<file path="config.mk">
export PLATFORM = sky130hd
export DESIGN_NAME = clint_axil_timer
export DESIGN_NICKNAME = d
export VERILOG_FILES = /design/src/rtl/clint_pkg.sv /design/src/rtl/clint_mtime_counter.sv /design/src/rtl/clint_axil_timer.sv
export SDC_FILE = /design/constraint.sdc
export NUM_CORES = 1
export LEC_CHECK = 0
export CAP_MARGIN = 40
export CORE_MARGIN = 4
export CORE_UTILIZATION = 45
export CTS_CLUSTER_SIZE = 25
export DETAILED_ROUTE_END_ITERATION = 8
export GPL_TIMING_DRIVEN = 0
export PLACE_DENSITY = 0.63
export SETUP_SLACK_MARGIN = 0.15
export SLEW_MARGIN = 20
export SYNTH_ARGS = -nofsm -noshare
export SYNTH_HDL_FRONTEND = slang
export SYNTH_HIERARCHICAL = 1
export SYNTH_SLANG_ARGS = --single-unit
</file>
<file path="constraint.sdc">
create_clock -name clk -period 8.6 [get_ports clk]
set_input_delay 2.15 -clock clk [delete_from_list [all_inputs] [get_ports clk]]
set_output_delay 2.15 -clock clk [all_outputs]
set_load 0.02 [all_outputs]
</file>
<file path="src/rtl/clint_pkg.sv">
// Shared definitions for the core-local interruptor: register offsets, AXI responses,
// FSM encodings and address decode helpers.
package clint_pkg;

  localparam logic [15:0] MSIP_BASE     = 16'h0000;
  localparam logic [15:0] MTIMECMP_BASE = 16'h4000;
  localparam logic [15:0] MTIME_LO      = 16'hBFF8;
  localparam logic [15:0] MTIME_HI      = 16'hBFFC;

  localparam logic [1:0] RESP_OKAY   = 2'b00;
  localparam logic [1:0] RESP_SLVERR = 2'b10;

  typedef enum logic {R_IDLE, R_RESP} rd_state_t;
  typedef enum logic {W_COLLECT, W_RESP} wr_state_t;

  typedef enum logic [2:0] {
    REG_NONE,
    REG_MSIP,
    REG_CMP_LO,
    REG_CMP_HI,
    REG_MTIME_LO,
    REG_MTIME_HI
  } reg_sel_t;

  typedef struct packed {
    reg_sel_t   sel;
    logic [2:0] hart;
  } reg_dec_t;

  // Harts beyond the configured count decode as holes so they answer SLVERR.
  function automatic reg_dec_t decode(input logic [15:0] off, input int harts);
    reg_dec_t d;
    d.sel  = REG_NONE;
    d.hart = '0;
    if (off == MTIME_LO) begin
      d.sel = REG_MTIME_LO;
    end else if (off == MTIME_HI) begin
      d.sel = REG_MTIME_HI;
    end else if (off[15:5] == MSIP_BASE[15:5] && off[1:0] == 2'b00 &&
                 {29'd0, off[4:2]} < 32'(harts)) begin
      d.sel  = REG_MSIP;
      d.hart = off[4:2];
    end else if (off[15:6] == MTIMECMP_BASE[15:6] && off[1:0] == 2'b00 &&
                 {29'd0, off[5:3]} < 32'(harts)) begin
      d.sel  = off[2] ? REG_CMP_HI : REG_CMP_LO;
      d.hart = off[5:3];
    end
    return d;
  endfunction

  function automatic logic [31:0] merge_strb(input logic [31:0] old_val,
                                             input logic [31:0] data,
                                             input logic [3:0]  strb);
    logic [31:0] r;
    r = old_val;
    for (int b = 0; b < 4; b++) begin
      if (strb[b]) r[8*b +: 8] = data[8*b +: 8];
    end
    return r;
  endfunction

endpackage

</file>
<file path="src/rtl/clint_mtime_counter.sv">
// Prescaler plus free-running 64-bit mtime; a bus write replaces the addressed half
// byte-wise, suppresses that cycle's increment and restarts the prescaler.
module clint_mtime_counter #(
  parameter int TICK_DIV = 1
) (
  input  logic        clk,
  input  logic        rst,
  input  logic        wr_en,
  input  logic        wr_hi,
  input  logic [31:0] wr_data,
  input  logic [3:0]  wr_strb,
  output logic [63:0] mtime
);
  import clint_pkg::*;

  localparam int            PW       = (TICK_DIV > 1) ? $clog2(TICK_DIV) : 1;
  localparam logic [PW-1:0] PRE_LAST = PW'(TICK_DIV - 1);

  logic [PW-1:0] presc;
  logic          tick;

  assign tick = (presc == PRE_LAST);

  always_ff @(posedge clk or posedge rst) begin
    if (rst) begin
      presc <= '0;
      mtime <= '0;
    end else if (wr_en) begin
      presc <= '0;
      if (wr_hi) mtime[63:32] <= merge_strb(mtime[63:32], wr_data, wr_strb);
      else       mtime[31:0]  <= merge_strb(mtime[31:0], wr_data, wr_strb);
    end else begin
      presc <= tick ? '0 : presc + 1'b1;
      if (tick) mtime <= mtime + 64'd1;
    end
  end

endmodule

</file>
<file path="src/rtl/clint_axil_timer.sv">
// Core-local interruptor with an AXI4-Lite slave: per-hart mtimecmp/msip, registered
// mtip/msip outputs, and a coherent 64-bit mtime read via a hi-word shadow.
//
//   state     | meaning
//   R_IDLE    | arready high, waiting for a read address
//   R_RESP    | read data held on R channel until rready
//   W_COLLECT | accepting AW and W independently; commits once both are held
//   W_RESP    | write response held on B channel until bready
module clint_axil_timer #(
  parameter int NUM_HARTS = 1,
  parameter int TICK_DIV  = 1,
  parameter int ADDR_W    = 32
) (
  input  logic                 clk,
  input  logic                 rst,
  input  logic                 s_axi_awvalid,
  output logic                 s_axi_awready,
  input  logic [ADDR_W-1:0]    s_axi_awaddr,
  input  logic                 s_axi_wvalid,
  output logic                 s_axi_wready,
  input  logic [31:0]          s_axi_wdata,
  input  logic [3:0]           s_axi_wstrb,
  output logic                 s_axi_bvalid,
  input  logic                 s_axi_bready,
  output logic [1:0]           s_axi_bresp,
  input  logic                 s_axi_arvalid,
  output logic                 s_axi_arready,
  input  logic [ADDR_W-1:0]    s_axi_araddr,
  output logic                 s_axi_rvalid,
  input  logic                 s_axi_rready,
  output logic [31:0]          s_axi_rdata,
  output logic [1:0]           s_axi_rresp,
  output logic [NUM_HARTS-1:0] mtip,
  output logic [NUM_HARTS-1:0] msip
);
  import clint_pkg::*;

  rd_state_t                   rd_state;
  wr_state_t                   wr_state;
  logic [63:0]                 mtime;
  logic [NUM_HARTS-1:0][63:0]  cmp_all;
  logic [15:0]                 awaddr_q;
  logic [31:0]                 wdata_q;
  logic [3:0]                  wstrb_q;
  logic [31:0]                 shadow_hi;
  reg_dec_t                    rd_dec;
  reg_dec_t                    wr_dec;
  logic                        wr_fire;
  logic                        wr_apply;
  logic [31:0]                 rd_val;
  logic                        rd_ok;

  assign rd_dec   = decode(s_axi_araddr[15:0], NUM_HARTS);
  assign wr_dec   = decode(awaddr_q, NUM_HARTS);
  assign wr_fire  = (wr_state == W_COLLECT) && !s_axi_awready && !s_axi_wready;
  assign wr_apply = wr_fire && (|wstrb_q);

  if (ADDR_W > 16) begin : g_unused_addr
    logic unused_addr;
    assign unused_addr = ^{s_axi_awaddr[ADDR_W-1:16], s_axi_araddr[ADDR_W-1:16]};
  end

  clint_mtime_counter #(.TICK_DIV(TICK_DIV)) u_mtime (
    .clk     (clk),
    .rst     (rst),
    .wr_en   (wr_apply && (wr_dec.sel == REG_MTIME_LO || wr_dec.sel == REG_MTIME_HI)),
    .wr_hi   (wr_dec.sel == REG_MTIME_HI),
    .wr_data (wdata_q),
    .wr_strb (wstrb_q),
    .mtime   (mtime)
  );

  for (genvar h = 0; h < NUM_HARTS; h++) begin : g_hart
    logic [63:0] cmp;
    logic        msip_q;
    logic        mtip_q;
    logic        hit;

    assign hit = wr_apply && (wr_dec.hart == 3'(h));

    always_ff @(posedge clk or posedge rst) begin
      if (rst) begin
        cmp    <= '1;
        msip_q <= 1'b0;
        mtip_q <= 1'b0;
      end else begin
        if (hit && wr_dec.sel == REG_CMP_LO) cmp[31:0]  <= merge_strb(cmp[31:0], wdata_q, wstrb_q);
        if (hit && wr_dec.sel == REG_CMP_HI) cmp[63:32] <= merge_strb(cmp[63:32], wdata_q, wstrb_q);
        if (hit && wr_dec.sel == REG_MSIP && wstrb_q[0]) msip_q <= wdata_q[0];
        mtip_q <= (mtime >= cmp);
      end
    end

    assign cmp_all[h] = cmp;
    assign msip[h]    = msip_q;
    assign mtip[h]    = mtip_q;
  end

  always_comb begin
    rd_val = '0;
    rd_ok  = 1'b1;
    case (rd_dec.sel)
      REG_MTIME_LO: rd_val = mtime[31:0];
      REG_MTIME_HI: rd_val = shadow_hi;
      REG_MSIP, REG_CMP_LO, REG_CMP_HI: begin
        for (int h = 0; h < NUM_HARTS; h++) begin
          if (rd_dec.hart == 3'(h)) begin
            if (rd_dec.sel == REG_MSIP)        rd_val = {31'd0, msip[h]};
            else if (rd_dec.sel == REG_CMP_LO) rd_val = cmp_all[h][31:0];
            else                               rd_val = cmp_all[h][63:32];
          end
        end
      end
      default: rd_ok = 1'b0;
    endcase
  end

  // Reading the low word snapshots the high word so a lo/hi pair is coherent.
  always_ff @(posedge clk or posedge rst) begin
    if (rst) begin
      rd_state      <= R_IDLE;
      s_axi_arready <= 1'b1;
      s_axi_rvalid  <= 1'b0;
      s_axi_rdata   <= '0;
      s_axi_rresp   <= RESP_OKAY;
      shadow_hi     <= '0;
    end else begin
      case (rd_state)
        R_IDLE: begin
          if (s_axi_arvalid) begin
            s_axi_rdata   <= rd_val;
            s_axi_rresp   <= rd_ok ? RESP_OKAY : RESP_SLVERR;
            s_axi_rvalid  <= 1'b1;
            s_axi_arready <= 1'b0;
            rd_state      <= R_RESP;
            if (rd_dec.sel == REG_MTIME_LO) shadow_hi <= mtime[63:32];
          end
        end
        R_RESP: begin
          if (s_axi_rready) begin
            s_axi_rvalid  <= 1'b0;
            s_axi_arready <= 1'b1;
            rd_state      <= R_IDLE;
          end
        end
        default: rd_state <= R_IDLE;
      endcase
    end
  end

  always_ff @(posedge clk or posedge rst) begin
    if (rst) begin
      wr_state      <= W_COLLECT;
      s_axi_awready <= 1'b1;
      s_axi_wready  <= 1'b1;
      s_axi_bvalid  <= 1'b0;
      s_axi_bresp   <= RESP_OKAY;
      awaddr_q      <= '0;
      wdata_q       <= '0;
      wstrb_q       <= '0;
    end else begin
      case (wr_state)
        W_COLLECT: begin
          if (s_axi_awvalid && s_axi_awready) begin
            awaddr_q      <= s_axi_awaddr[15:0];
            s_axi_awready <= 1'b0;
          end
          if (s_axi_wvalid && s_axi_wready) begin
            wdata_q      <= s_axi_wdata;
            wstrb_q      <= s_axi_wstrb;
            s_axi_wready <= 1'b0;
          end
          if (wr_fire) begin
            s_axi_bvalid <= 1'b1;
            s_axi_bresp  <= (wr_dec.sel == REG_NONE) ? RESP_SLVERR : RESP_OKAY;
            wr_state     <= W_RESP;
          end
        end
        W_RESP: begin
          if (s_axi_bready) begin
            s_axi_bvalid  <= 1'b0;
            s_axi_awready <= 1'b1;
            s_axi_wready  <= 1'b1;
            wr_state      <= W_COLLECT;
          end
        end
        default: wr_state <= W_COLLECT;
      endcase
    end
  end

endmodule
</file>
# After elaboration in Yosys (flattened, before gate mapping)
# Cells that the tools add are included.
dict set report op_classes {
  n_bitwise 2
  eq_ne 29
  mux 51
  n_reduce_logical 57
  magnitude_cmp 5
  add_sub_neg 2
}
# operator n
set ops {}
lappend ops {{$mux W32} 5}
lappend ops {{$mux W64} 2}
lappend ops {{$pmux W32 S3} 1}
lappend ops {{$add A64 B1 Y64 const B} 1}
lappend ops {{$eq A16 B16 Y1 const B} 4}
lappend ops {{$ge A64 B64 Y1} 1}
lappend ops {{$mux W8} 4}
lappend ops {{$reduce_and A2 Y1} 16}
lappend ops {{$reduce_and A3 Y1} 9}
lappend ops {{$mux W3} 8}
lappend ops {{$logic_not A11 Y1} 2}
lappend ops {{$eq A10 B9 Y1 const B} 2}
lappend ops {{$ne A2 B2 Y1 const B} 10}
lappend ops {{$logic_and A1 B1 Y1} 19}
lappend ops {{$mux W1} 18}
lappend ops {{$pmux W1 S2} 7}
lappend ops {{$eq A3 B2 Y1 const B} 4}
lappend ops {{$eq A3 B3 Y1 const B} 4}
lappend ops {{$lt A3 B1 Y1 const B} 4}
lappend ops {{$mux W6} 2}
lappend ops {{$mux W5} 2}
lappend ops {{$logic_not A3 Y1} 3}
lappend ops {{$eq A3 B1 Y1 const B} 2}
lappend ops {{$ne A2 B1 Y1 const B} 3}
lappend ops {{9 further kinds} 13}
dict set report word_totals {
  out_inout_bits 43
  in_bits 107
  wordCells 179
  reg_bits 258
}

# Logic depth before layout (Yosys ltp)
# Gate-level depths: netlist (run 1).
dict set report depth {
  depth_word 12
  depth_mapped 10
  ltp_nobuf 9
}

# Modules after synthesis
# Netlist (run 1), hierarchy kept.
# module cells_per_inst n_inst area_per_inst_um2 seq_area_each_um2
set modules_own_cells {}
lappend modules_own_cells {clint_axil_timer 842 1 9839.4 4863.4}
lappend modules_own_cells {clint_mtime_counter 534 1 4375.4 1601.5}

# Worst setup path before layout (run 1)
# OpenSTA, ideal clock, no wires.
dict set report synth_path {
  kind {in2reg}
  start {in s_axi_araddr[14]}
  end {reg shadow_hi[0]}
  stages 7
  path_slack_ps 4608
  arrival_time_ps 3867
  setup_ps 125
  n_path_buf 3
  cell_sequence {nand4b_1 > or4_1 > buf_2 > or3_1 > buf_2 > buf_6 > mux2_4}
}
dict set report synth_via {
  elab_chain_cells 9
}
# item line
set synth_lines {}
lappend synth_lines {{start: declaration} clint_axil_timer.sv:28} ;# input logic [ADDR_W-1:0] s_axi_araddr,
lappend synth_lines {{$eq A10 B9 Y1} clint_pkg.sv:43} ;# end else if (off[15:6] == MTIMECMP_BASE[15:6] && off[1:0] == 2'b00 &&
lappend synth_lines {{$logic_and A1 B1 Y1 (2 in a row)} clint_pkg.sv:43}
lappend synth_lines {{$mux W5} clint_pkg.sv:43}
lappend synth_lines {{$mux W6} clint_pkg.sv:39} ;# end else if (off[15:5] == MSIP_BASE[15:5] && off[1:0] == 2'b00 &&
lappend synth_lines {{$mux W3} clint_pkg.sv:37} ;# end else if (off == MTIME_HI) begin
lappend synth_lines {{$mux W3 (*)} clint_pkg.sv:35} ;# if (off == MTIME_LO) begin
lappend synth_lines {{$eq A3 B3 Y1 (*)} clint_axil_timer.sv:136} ;# if (rd_dec.sel == REG_MTIME_LO) shadow_hi <= mtime[63:32];
lappend synth_lines {{$reduce_and A3 Y1 (no line) (*)} --}
lappend synth_lines {{end signal: assignment} clint_axil_timer.sv:136}
lappend synth_lines {{end: declaration} clint_axil_timer.sv:45} ;# logic [31:0] shadow_hi;
# Every way passes the cells marked *; elsewhere a longest branch is shown, timed or not.
# A chain may end at the register's enable or synchronous reset.

# Worst setup path after layout (run 1)
dict set report layout_path {
  start {in s_axi_araddr[15]}
  end {reg s_axi_rdata[18]}
}
dict set report layout_via {
  elab_chain_cells 12
}
# item line
set layout_lines {}
lappend layout_lines {{$eq A10 B9 Y1} clint_pkg.sv:43}
lappend layout_lines {{$logic_and A1 B1 Y1 (2 in a row)} clint_pkg.sv:43}
lappend layout_lines {{$mux W5} clint_pkg.sv:43}
lappend layout_lines {{$mux W6} clint_pkg.sv:39}
lappend layout_lines {{$mux W3} clint_pkg.sv:37}
lappend layout_lines {{$mux W3} clint_pkg.sv:35}
lappend layout_lines {{$eq A3 B2 Y1} {clint_axil_timer.sv:102, clint_axil_timer.sv:109}}
lappend layout_lines {{$mux W32} clint_axil_timer.sv:109} ;# else if (rd_dec.sel == REG_CMP_LO) rd_val = cmp_all[h][31:0];
lappend layout_lines {{$mux W32} clint_axil_timer.sv:108} ;# if (rd_dec.sel == REG_MSIP) rd_val = {31'd0, msip[h]};
lappend layout_lines {{$mux W32} clint_axil_timer.sv:107} ;# if (rd_dec.hart == 3'(h)) begin
lappend layout_lines {{$pmux W32 S3 (*)} clint_axil_timer.sv:102} ;# case (rd_dec.sel)
lappend layout_lines {{end signal: assignment} clint_axil_timer.sv:131} ;# s_axi_rdata <= rd_val;
lappend layout_lines {{end: declaration} clint_axil_timer.sv:31} ;# output logic [31:0] s_axi_rdata,
# Marked as above.

==> flow_metrics.env, run 1 <==
export IMPL_numPortBuffers=114
export IMPL_layout_drive_gt1_share_pct=19.19
export IMPL_synthArstFlopShare_pct=100.0
export IMPL_antenna_found_initial=0
export IMPL_syn_instance_count=1376
export IMPL_netlist_area_leader_share_pct=33.10
export IMPL_cp_required_ns=9.08
export IMPL_synth_distinct_cells=70
export IMPL_cts_sink_count=255
export IMPL_postCtsResizedCells=0
export IMPL_irDropWorstVdd_v=0.0001713
export IMPL_post_cts_setup_buffer_count=0
export IMPL_synthTopCellsByArea="dfrtp_1 33%, dfstp_2 12%, mux2_2 9.7%"
export IMPL_pre_cts_ws_ns=3.785
export IMPL_routed_wl_mm=45.34
export IMPL_timing_final_crit_share_pct=48.99
export IMPL_grt_max_degree=100
export IMPL_gp_congestion=0.9785
export IMPL_start_kind="primary input"
export IMPL_rows=64
export IMPL_fmax_ghz=0.2373
export IMPL_fin_skew_ns=0.01727
export IMPL_tightest_slew_ns=0.8404
export IMPL_grt_pass1_wl_mm=70.19
export IMPL_ys_flop_type="dfrtp_1"
export IMPL_cts_htree_levels=1
export IMPL_dp_hpwl_mm=33.41
export IMPL_slew_headroom_pct=43.51
export IMPL_layoutNonFillerInstCount=1949
export IMPL_die_area_sq_mm=0.03450
export IMPL_numCtsBuffers=29
export IMPL_ys_seq_area_share_pct=45.48
export IMPL_grt_overflow_total=0
export IMPL_initial_core_util_pct=45.99
export IMPL_cts_tree="done"
export IMPL_cp_max_fo=10
export IMPL_hold_buffers=0
export IMPL_worstSkewPairLatency_ns=0.56
export IMPL_cap_violations=0
export IMPL_ant_nets=0
export IMPL_avgViaCountPerCell=6.121
export IMPL_route_detailed_drc=0
export IMPL_period_minus_slack_ns=4.213
export IMPL_path_class="in -> reg"
export IMPL_area_growth_pct=19.17
export IMPL_min_path_type="reg -> reg"
export IMPL_rrSetupSlack_ns=4.49
export IMPL_post_route_util_pct=54.80
export IMPL_clk_pin_slew_ns=0.06
export IMPL_avgRoutedWirePerCell_um=23.26
export IMPL_ys_warn_count=6
export IMPL_dieHeight_um=185.7
export IMPL_rsz0062_at_grt="false"
export IMPL_place_inst=1894
export IMPL_die_x_um=185.7
export IMPL_cts_root_buf="clkbuf_16"
export IMPL_r2r_start="awaddr_q[14]"
export IMPL_core_area_sq_mm=0.03091
export IMPL_cts_buffer_depth=3
export IMPL_status="finished clean"
export IMPL_synthesis_area_sq_mm=0.01421
export IMPL_slew_violations=0
export IMPL_dr_pass1_iters=6
export IMPL_grt_usage_pct=26.08
export IMPL_r2r_end="u_mtime/mtime[17]"
export IMPL_p_per_area_mw_per_mm2=193.8
export IMPL_synth_edff_count=0
export IMPL_syn_mean_instance_area_sq_um=10.33
export IMPL_final_nets=1703
export IMPL_synth_largest_area_cell="dfrtp_1"
export IMPL_min_from="s_axi_rdata[0]"
export IMPL_n_antenna_cell=0
export IMPL_r2r_cells=9
export IMPL_io_pins=150
export IMPL_end_kind="register"
export IMPL_finalSetupViolCount=0
export IMPL_min_to="s_axi_rdata[0]"
export IMPL_ys_ff_latch=255
export IMPL_grt_pass1_vias=11760
export IMPL_cellLeakagePower_nw=6.997
export IMPL_drt_iter0_drc=1192
export IMPL_fin_ws_ns=4.387
export IMPL_arrival_ns=4.69
export IMPL_vias=11930
export IMPL_hold_viol_final=0
export IMPL_holdPathStages=2
metal layers:
layer	vias up	track usage [%]	wire length [um]	share of wire, %
li1	5423	-	-	-
met1	5966	37.97	20700	46
met2	456	41.70	20650	46
met3	85	3.518	2862	6.3
met4	0	6.033	1128	2.5
met5	-	0	0	0
metrics by stage:
step | hold slack (ns) | TNS [ns] | total power (W) | area (sq um)
after floorplan | 0.4605 | 0 | 0.001795 | 14220
after global placement | 0.4683 | -165.43 | 0.002019 | 15860
after detailed placement | 0.4699 | 0 | 0.002038 | 15970
after CTS | 0.4832 | 0 | 0.003306 | 16920
after global routing | 0.5077 | 0 | 0.003415 | 16940
final | 0.4813 | 0 | 0.003283 | 16940
area by class of cell:
type                       count  area [sq um]
buffer                        54         235.2
clock inverter                 9         133.9
inverter                      97         374.1
timing repair buffer         123          1255
multi-input combinational    971          7159
fill                        2793         13970
tap                          396         495.5
sequential                   255          6465
clock buffer                  44         822.0
critical path, cell delays in order:
cell and delay, ns:
clkdlybuf4s50_1 0.43, nor4_1 0.26, and4_1 0.29, and2_1 0.16, and3_1 0.16, clkbuf_1 0.37
clkbuf_1 0.61, a22oi_1 0.14, o21ai_0 0.11
registers in the layout, indices dropped and copies added (netlist names), 4 cells and up:
register and count:
u_mtime/mtime 64, shadow_hi 32, s_axi_rdata 32, wdata_q 32, wstrb_q 4, cmp_all 64, awaddr_q 16
cell usage after synthesis, drive strengths merged, types with 5 or more instances:
library cell / number
nand3: 71
o311ai: 16
nand4: 39
nor2: 89
clkbuf: 42
a22oi: 42
nor3: 20
o21a: 7
ha: 65
o22ai: 9
nor4: 24
a21o: 6
and4: 8
buf: 12
or4: 19
mux2i: 40
o31ai: 5
mux2: 153
nand2b: 6
a31oi: 10
a221oi: 8
dfstp: 67
nor2b: 5
or3: 8
o21ai: 73
and2: 9
a21oi: 72
dfrtp: 188
nand2: 91
o211ai: 18
a22o: 6
and3: 9
inv: 96
where the power goes:
group / switching (W) / total [W] / internal [W]
registers: 0.000231 / 0.00159 / 0.00136
clock network: 0.000511 / 0.00126 / 0.000748
logic: 0.000201 / 0.000439 / 0.000237
total: 0.000943 / 0.00328 / 0.00234
cell usage in the layout, fill, tap and decap left out, drive strengths merged, types with 7 or more instances in the layout:
cell / n
dfrtp: 188
mux2: 153
clkdlybuf4s50: 114
inv: 97
nand2: 91
nor2: 89
clkbuf: 87
o21ai: 73
a21oi: 72
nand3: 71
dfstp: 67
ha: 65
a22oi: 42
mux2i: 40
nand4: 39
nor4: 24
nor3: 20
or4: 19
buf: 19
o211ai: 18
o311ai: 16
a31oi: 10
and2: 9
and3: 9
o22ai: 9
and4: 8
or3: 8
a221oi: 8
o21a: 7
cell families after synthesis:
logic type / count (synthesis) / synth area share (%)
compound gates: 300 / 13.75
xor+xnor: 1 / 0.06163
fa+ha+maj: 65 / 5.721
buf+inv: 151 / 4.216
flops: 255 / 45.48
mux: 193 / 15.73
other cells: 1 / 0.02638
simple gates: 410 / 15.02
worst max-delay path by stage:
stage                     start         endpoint
6_report       s_axi_araddr[15]  s_axi_rdata[18]
5_1_grt         s_axi_araddr[9]  s_axi_rdata[16]
3_3_place_gp                rst    shadow_hi[16]
4_1_cts         s_axi_araddr[7]  s_axi_rdata[15]
2_1_floorplan               rst      awaddr_q[0]
3_5_place_dp    s_axi_araddr[7]  s_axi_rdata[15]
Power figures use the tool's default switching activity.
==> run 2, diff against run 1 <==
--- a/config.mk
+++ b/config.mk
@@ -11,7 +11,7 @@
 export CTS_CLUSTER_SIZE = 25
 export DETAILED_ROUTE_END_ITERATION = 8
 export GPL_TIMING_DRIVEN = 0
-export PLACE_DENSITY = 0.63
+export PLACE_DENSITY = 0.65
 export SETUP_SLACK_MARGIN = 0.15
 export SLEW_MARGIN = 20
 export SYNTH_ARGS = -nofsm -noshare
==> constraint.sdc (replaced) <==
create_clock -name clk -period 3.6 [get_ports clk]
set_input_delay 0.9 -clock clk [delete_from_list [all_inputs] [get_ports clk]]
set_output_delay 0.9 -clock clk [all_outputs]
set_load 0.02 [all_outputs]
==> flow_metrics.env, run 2 (synthesis results as in run 1) <==
export IMPL_critPathLaunch="awaddr_q[14]"
export IMPL_fin_setup_tns_ns=0
export IMPL_slew_headroom_pct=40.05
export IMPL_tightest_slew_ns=0.8992
export IMPL_layout_drive_gt1_share_pct=20.28
export IMPL_path_class="reg -> reg"
export IMPL_cts_buffer_depth=3
export IMPL_worstSkewPairLatency_ns=0.56
export IMPL_dr_pass1_iters=6
export IMPL_grt_pass1_wl_mm=69.94
export IMPL_post_cts_setup_buffer_count=0
export IMPL_start_kind="register"
export IMPL_num_fill_cells=2761
export IMPL_rsz0062_at_grt="true"
export IMPL_antenna_found_initial=0
export IMPL_cts_sink_count=255
export IMPL_vias=11980
export IMPL_dp_hpwl_mm=33.69
export IMPL_cellLeakagePower_nw=7.055
export IMPL_area_growth_pct=19.67
export IMPL_n_antenna_cell=0
export IMPL_die_x_um=185.7
export IMPL_grt_max_degree=34
export IMPL_avgRoutedWirePerCell_um=23.07
export IMPL_finalPower_w=0.007737
export IMPL_routed_wl_mm=45.08
export IMPL_drt_met1_wl_mm=19.71
export IMPL_final_cell_mix="188 x dfrtp_1, 123 x mux2_2, 114 x clkdlybuf4s50_1"
export IMPL_rrSetupSlack_ns=0.21
export IMPL_end_kind="register"
export IMPL_dieHeight_um=185.7
export IMPL_crit_chain="nand4b_1 -> or4_1 -> nor3_1 -> buf_2 -> clkbuf_2 -> clkbuf_1 -> nand3_1 -> o311ai_0 -> o211ai_1"
export IMPL_grt_usage_pct=26.02
export IMPL_numCtsBuffers=29
export IMPL_grt_overflow_total=0
export IMPL_r2r_start="awaddr_q[14]"
export IMPL_numPortBuffers=114
export IMPL_timing_final_crit_share_pct=94.22
export IMPL_p_per_area_mw_per_mm2=454.8
export IMPL_clk_pin_slew_ns=0.07
export IMPL_io_pins=150
export IMPL_grt_pass1_vias=11990
export IMPL_rows=64
export IMPL_period_minus_slack_ns=3.392
export IMPL_ant_nets=0
export IMPL_slowest_stage="or4_1"
export IMPL_cts_root_buf="clkbuf_16"
export IMPL_min_to="s_axi_bresp[1]"
export IMPL_gp_congestion=1.014
export IMPL_r2r_end="u_mtime/mtime[54]"
export IMPL_initial_core_util_pct=45.99
export IMPL_fin_skew_ns=0.01199
export IMPL_cp_max_fo=10
export IMPL_core_area_sq_mm=0.03091
export IMPL_irDropWorstVdd_v=0.0006275
export IMPL_route_detailed_drc=0
export IMPL_wl_met2_mm=20.28
export IMPL_layout_commonest_cell="dfrtp_1"
export IMPL_r2r_cells=9
export IMPL_routed_top_layer="met4"
export IMPL_cap_violations=0
export IMPL_drt_iter0_drc=975
export IMPL_avgViaCountPerCell=6.133
export IMPL_final_nets=1707
export IMPL_holdPathStages=2
export IMPL_cts_htree_levels=1
export IMPL_hold_buffers=0
export IMPL_cpPeakStageDelay_ns=0.59
export IMPL_cts_tree="done"
export IMPL_cp_required_ns=4.03
export IMPL_die_area_sq_mm=0.03450
export IMPL_status="finished clean"
export IMPL_min_from="s_axi_bresp[1]"
export IMPL_wl_met3_mm=3.573
export IMPL_arrival_ns=3.82
export IMPL_finalSetupViolCount=0
export IMPL_fmax_ghz=0.2948
export IMPL_slew_violations=0
export IMPL_min_path_type="reg -> reg"
export IMPL_hold_viol_final=0
==> run 2: cell count changes in the layout (fill, tap and decap cells not counted), sizes merged <==
cell	delta
clkbuf	-1
clkinv	+3
bufinv	-3
buf	+5
clkdlybuf4s15	-1
clkdlybuf4s18	+1
clkinvlp	+1
==> run 2: power by group <==
group	internal, W	total [W]	leakage [nW]	switching (W)
clock	0.00167	0.00289	0.466	0.00123
sequential	0.00324	0.00378	3.16	0.000540
combinational	0.000578	0.00107	3.43	0.000490
==> run 2: per-layer routing <==
metal  up-vias  global-route usage, %
met5         -                      0
met3        93                  4.808
met4         0                  8.044
li1       5448                      -
met1      5925                  36.75
met2       517                  40.95
==> run 2: worst max-delay path by stage <==
stage / to / slack (ns)
floorplan: awaddr_q[0] / 0.29
CTS: u_mtime/mtime[26] / 0.21
detailed placement: u_mtime/mtime[17] / -0.26
global route: u_mtime/mtime[58] / 0.13
global placement: s_axi_rdata[28] / -1.36
finish: u_mtime/mtime[54] / 0.21
==> run 2: critical path: cells and delay by family, from the launching register on <==
kind / cells / cell delay (ns)
AND/OR/NAND/NOR: 4 / 1.31
flip-flops: 1 / 0.42
buffers and inverters: 3 / 1.18
AO/OA/AOI/OAI: 2 / 0.35
==> run 2: final cells by class <==
cell class / count / area (sq um) / share of cell area, %
Multi-Input combinational cell: 971 / 7174 / 42.17
Tap cell: 396 / 495.5 / 2.913
Clock buffer: 44 / 872.1 / 5.127
Inverter: 97 / 370.4 / 2.177
Timing Repair Buffer: 127 / 1331 / 7.826
Buffer: 54 / 242.7 / 1.427
Sequential cell: 255 / 6465 / 38.00
Clock inverter: 10 / 60.06 / 0.3530
==> run 2: repair_timing <==
item / in CTS / in global routing
endpoints found under the setup margin: 26 / 18
hold endpoints to repair: 0 / 0
pin swaps: 0 / 1
resized for setup: 6 / 4
==> run 2: metrics by stage <==
step / cell area [sq um] / utilization (%) / worst slack, ns / cells / hold WS, ns
final: 17010 / 55.04 / 0.2082 / 1954 / 0.4841
after global routing: 17010 / 55.04 / 0.1262 / 1954 / 0.5128
after global placement: 15860 / 51.31 / -1.362 / 1887 / 0.4553
after floorplan: 14220 / - / 0.2923 / 1377 / 0.4605
after detailed placement: 16060 / 51.95 / -0.2619 / 1900 / 0.4615
after CTS: 17000 / 55.00 / 0.2080 / 1954 / 0.4858
